--- src/rtl/up_pack_pkg.sv ---
// up_pack_pkg: shared states, size encodings and byte-mask helper for the phrase packer
package up_pack_pkg;
  typedef enum logic [1:0] {EMPTY, FILL, DRAIN} state_t;
  localparam logic [1:0] SZ_BYTE = 2'd0;
  localparam logic [1:0] SZ_WORD = 2'd1;
  localparam logic [1:0] SZ_LONG = 2'd2;
  function automatic logic [63:0] be_mask(input logic [7:0] be);
    for (int i = 0; i < 8; i++) be_mask[8*i +: 8] = {8{be[i]}};
  endfunction
endpackage

--- src/rtl/up_lane.sv ---
// up_lane: steers a right-justified narrow write onto big-endian 64-bit phrase lanes
module up_lane
  import up_pack_pkg::*;
(
  input  logic [31:0] in_data,
  input  logic [1:0]  in_size,
  input  logic [2:0]  in_addr,
  output logic [63:0] lane,
  output logic [7:0]  lane_be
);
  logic [2:0] off;
  logic [5:0] sh;
  always_comb begin
    off = in_size == SZ_BYTE ? in_addr : in_size == SZ_WORD ? {in_addr[2:1], 1'b0} : {in_addr[2], 2'b00};
    sh = {off, 3'b000};
    lane = in_size == SZ_BYTE ? {in_data[7:0], 56'd0} >> sh :
           in_size == SZ_WORD ? {in_data[15:0], 48'd0} >> sh : {in_data, 32'd0} >> sh;
    lane_be = in_size == SZ_BYTE ? 8'h80 >> off : in_size == SZ_WORD ? 8'hC0 >> off : 8'hF0 >> off;
  end
endmodule

--- src/rtl/up_pack.sv ---
// up_pack: merges narrow big-endian writes into 64-bit phrases with byte enables
module up_pack
  import up_pack_pkg::*;
#(
  parameter int PA_W = 21
) (
  input  logic            sys_clk,
  input  logic            reset,
  input  logic            in_valid,
  output logic            in_ready,
  input  logic [31:0]     in_data,
  input  logic [1:0]      in_size,
  input  logic [2:0]      in_addr,
  input  logic [PA_W-1:0] in_phrase,
  input  logic            in_flush,
  output logic            out_valid,
  input  logic            out_ready,
  output logic [63:0]     out_data,
  output logic [7:0]      out_be,
  output logic [PA_W-1:0] out_phrase
);
  state_t state, nxt_state;
  logic [63:0] lane, mask, nxt_data;
  logic [7:0] lane_be, nxt_be;
  logic [PA_W-1:0] nxt_phrase;
  logic take;
  up_lane u_lane (
    .in_data(in_data),
    .in_size(in_size),
    .in_addr(in_addr),
    .lane(lane),
    .lane_be(lane_be)
  );
  // out_data/out_be double as the accumulator; EMPTY always holds zeros so the merge also loads
  always_comb begin
    mask = be_mask(lane_be);
    out_valid = state == DRAIN;
    in_ready = state == EMPTY || (state == FILL && in_phrase == out_phrase);
    take = in_valid && in_ready;
    nxt_state = state;
    nxt_data = out_data;
    nxt_be = out_be;
    nxt_phrase = out_phrase;
    if (take) begin
      nxt_data = (out_data & ~mask) | (lane & mask);
      nxt_be = out_be | lane_be;
      nxt_phrase = in_phrase;
      nxt_state = (nxt_be == 8'hFF || in_flush) ? DRAIN : FILL;
    end else if (state == FILL && (in_valid || in_flush)) begin
      nxt_state = DRAIN;
    end else if (state == DRAIN && out_ready) begin
      nxt_state = EMPTY;
      nxt_data = '0;
      nxt_be = '0;
    end
  end
  always_ff @(posedge sys_clk) begin
    if (reset) begin
      state <= EMPTY;
      out_data <= '0;
      out_be <= '0;
      out_phrase <= '0;
    end else begin
      state <= nxt_state;
      out_data <= nxt_data;
      out_be <= nxt_be;
      out_phrase <= nxt_phrase;
    end
  end
endmodule

--- config.mk ---
export PLATFORM = sky130hd
export DESIGN_NAME = up_pack
export DESIGN_NICKNAME = d
export VERILOG_FILES = /design/src/rtl/up_pack_pkg.sv /design/src/rtl/up_lane.sv /design/src/rtl/up_pack.sv
export SDC_FILE = /design/constraint.sdc
export NUM_CORES = 1
export LEC_CHECK = 0
export CORE_MARGIN = 5
export CORE_UTILIZATION = 42
export CTS_BUF_LIST = sky130_fd_sc_hd__clkbuf_4
export CTS_CLUSTER_DIAMETER = 40
export CTS_CLUSTER_SIZE = 16
export DETAILED_ROUTE_END_ITERATION = 16
export GPL_ROUTABILITY_DRIVEN = 0
export GPL_TIMING_DRIVEN = 0
export PLACE_DENSITY = 0.78
export SYNTH_ARGS = -nofsm -noshare
export SYNTH_HDL_FRONTEND = slang
export SYNTH_SLANG_ARGS = --single-unit
--- constraint.sdc ---
create_clock -name sys_clk -period 1.65 [get_ports sys_clk]
set_clock_uncertainty 0.05 [all_clocks]
set_input_delay 0.2475 -clock sys_clk [delete_from_list [all_inputs] [get_ports sys_clk]]
set_output_delay 0.2475 -clock sys_clk [all_outputs]
set_load 0.05 [all_outputs]
==> reports/qor.txt <==
Outcome: complete, but fails checks
Failing checks: setup timing
Die area: 13100 µm²
Crit path DAT: 1.91 ns
Synth Register Bits: 95
Hold Buf Count CTS: 0
Synth area leader: dfxtp_1
Area contributors post-synth: dfxtp_1 41%, mux2i_1 17%, nand2_1 6.5%, mux2_4 5.2%, xnor2_1 3.6%
Share of the synthesized area in the top cell type: 0.415
IO Pins: 158
Multi-input gate area: 2670 µm²
Mapped Nets: 545
Remaining Overflow, GRT: 0
CP Capture Type: output pin
CP cell instances: xnor2_2, nand4_1, nor2_2, a31o_1, buf_6, and2_4, buf_8
Critical Path Source Type: flop
Syn Std Cell Area: 4590 µm²
CP max-delay cell: dfxtp_4
Min Tclk post-route: 2.21 ns
Net count, final: 734
GRT Total Usage: 0.214
Post-synth EDFFs: 0
Vias: 4121
RSZ-0062 raised after global routing: yes
Placeable Area: 10800 µm²
Period utilisation layout: 1.34
PortBufs: 156
Yosys warns: 0
Top-count cell post-synth: dfxtp_1
Pwr dens: 803 nW/µm²
1st-iter DRT viols: 197
CP Launch Point: out_phrase[6]
Setup violators final: 96
Peak supply drop: 0.419 mV
Total CTS buffers: 9
Clk_lat worst skew: 0.46 ns
CTS tree: yes
Tightest Pin Transition: 0.648 ns
Die Y: 115 µm
Max-slew violations: 0
Htree depth: 3
Finished Cell Area: 6940 µm²
Placed Area: 6420 µm²
Final antenna-violating net count: 0
Endpoints failing hold: 0
Maxcap violations: 0
Antenna diodes: 0
Number of placed instances, taps included: 778
Synth Flop Type: dfxtp_1
Clock sinks: 95
Clk root buf: clkbuf_4
R2r startpoint: out_phrase[6]
Die W: 115 µm
Final cell count without fillers: 816
Starting Density: 0.425
Mapped Cells: 482
Leakage power: 3.05 nW
Max Fanout on Critical Path: 2
Async SR Flop Fraction: 0
Reg2Reg Depth: 10
CP Capture Point: in_ready
HP Class: in2reg
Synth unique cells: 41
Row count: 38
Register Area: 1980 µm²
Number of global-route vias before repair: 4276
Final Power: 5.57 mW
Register area share after synthesis: 0.415
Share of cells above drive strength 1: 0.342
Vias per inst: 5.05
Largest stage delay on the critical path: 0.38 ns
Dpl hpwl: 10.7 mm
Largest net degree at the start of global routing: 17
DR WL/cell: 17.7 µm
CP required: 1.35 ns
Reg-to-Reg End: out_data[4]
Register-to-register setup slack: -0.37 ns
Layout Area Growth over Synthesis: 51.2%
Synth cell count leaders: 95 x dfxtp_1, 80 x nand2_1, 77 x mux2i_1
Highest clock rate: 0.453 GHz
DRC Markers: 0
Worst Setup Path Type: reg2out
Clock-pin transition on the worst setup and hold timing paths: 0.15 ns
Dpl ws: -1.31 ns
Total of fill cells in the finished design: 897
Final setup TNS: -22.49 ns
Syn Area/Cell: 9.52 µm²
DR pass1 iterations: 4
Global-route wire length before repair: 22.0 mm
Max_slew headroom: 0.568
Initial antenna violation count: 0
Final WS setup: -0.559 ns
Clk buf depth: 2
Post-Route WL: 14.5 mm
state kept, by name, summed over array words and instances, names as in the netlist:
register    cells
out_phrase     21
out_be          8
state           2
out_data       64
through the flow:
| stage | hold slack (ns) | utilization |
|---|---|---|
| detailed placement | 0.403 | 0.595 |
| floorplan | 0.340 | - |
| finish | 0.378 | 0.643 |
| global placement | 0.395 | 0.595 |
| global route | 0.377 | 0.643 |
| CTS | 0.336 | 0.632 |
power by group:
| part | internal [mW] | total, mW | switching (mW) |
|---|---|---|---|
| registers | 2.41 | 2.50 | 0.0920 |
| clock network | 0.621 | 1.45 | 0.828 |
| logic | 0.672 | 1.62 | 0.950 |
layer usage:
layer	GRT usage	vias up	routed length [µm]	share of wire
met1	0.242	1928	5740	0.40
met4	0.0792	0	362	0.025
met5	0	-	0	0
li1	-	2015	-	-
met2	0.371	153	6930	0.48
met3	0.0708	25	1440	0.099
worst max-delay path: cells and delay by family (launching register included):
| kind | cells | cell delay, ns |
|---|---|---|
| XOR/XNOR | 1 | 0.14 |
| AO/OA/AOI/OAI | 1 | 0.22 |
| buffers and inverters | 2 | 0.25 |
| AND/OR/NAND/NOR | 3 | 0.45 |
| flip-flops | 1 | 0.38 |
worst min path at each step:
stage	startpoint	endpoint	cells after the start
2_1_floorplan	in_phrase[0]	out_phrase[0]	2
3_3_place_gp	out_data[7]	out_data[7]	2
3_5_place_dp	out_data[55]	out_data[55]	2
4_1_cts	reset	out_data[33]	3
5_1_grt	in_phrase[9]	out_phrase[9]	3
6_report	reset	out_data[35]	3
layout by cell type, fill, tap and decap left out, drive strengths merged, types with 2 or more instances in the layout:
cell | netlist | routed
nand2b | 25 | 25
clkdlybuf4s50 | 0 | 61
a32oi | 3 | 3
nand4 | 4 | 4
xor2 | 2 | 2
and3 | 3 | 3
clkdlybuf4s15 | 0 | 61
mux2 | 16 | 16
a31oi | 3 | 3
xnor2 | 19 | 19
a22oi | 9 | 9
nor3 | 4 | 4
bufinv | 0 | 2
nand2 | 80 | 80
o21ai | 19 | 19
buf | 18 | 47
inv | 4 | 8
and2 | 17 | 17
nor2 | 42 | 42
a21o | 7 | 7
mux2i | 77 | 77
nand3 | 7 | 7
clkbuf | 12 | 47
dfxtp | 95 | 95
a2bb2oi | 2 | 2
a21oi | 7 | 7
timing repair:
item | 4_1_cts | 5_1_grt
gates resized for setup | 278 | 71
cloned | 0 | 2
pin swaps | 10 | 15
buffers inserted | 12 | 11
endpoints found under the setup margin | 186 | 128
kinds of logic after synthesis:
kind of cell	synth area share
simple gates	0.198
flops	0.415
mux	0.220
compound gates	0.0783
buf+inv	0.0491
xor+xnor	0.0401
layout make-up:
cell class / count / share of cell area
inverter: 4 / 0.00216
tap: 140 / 0.0252
clock inverter: 7 / 0.0133
buffer: 28 / 0.0321
multi-input combinational: 353 / 0.384
timing repair buffer: 180 / 0.247
sequential: 95 / 0.286
clock buffer: 9 / 0.00974
(Power assumes the default switching activity.)
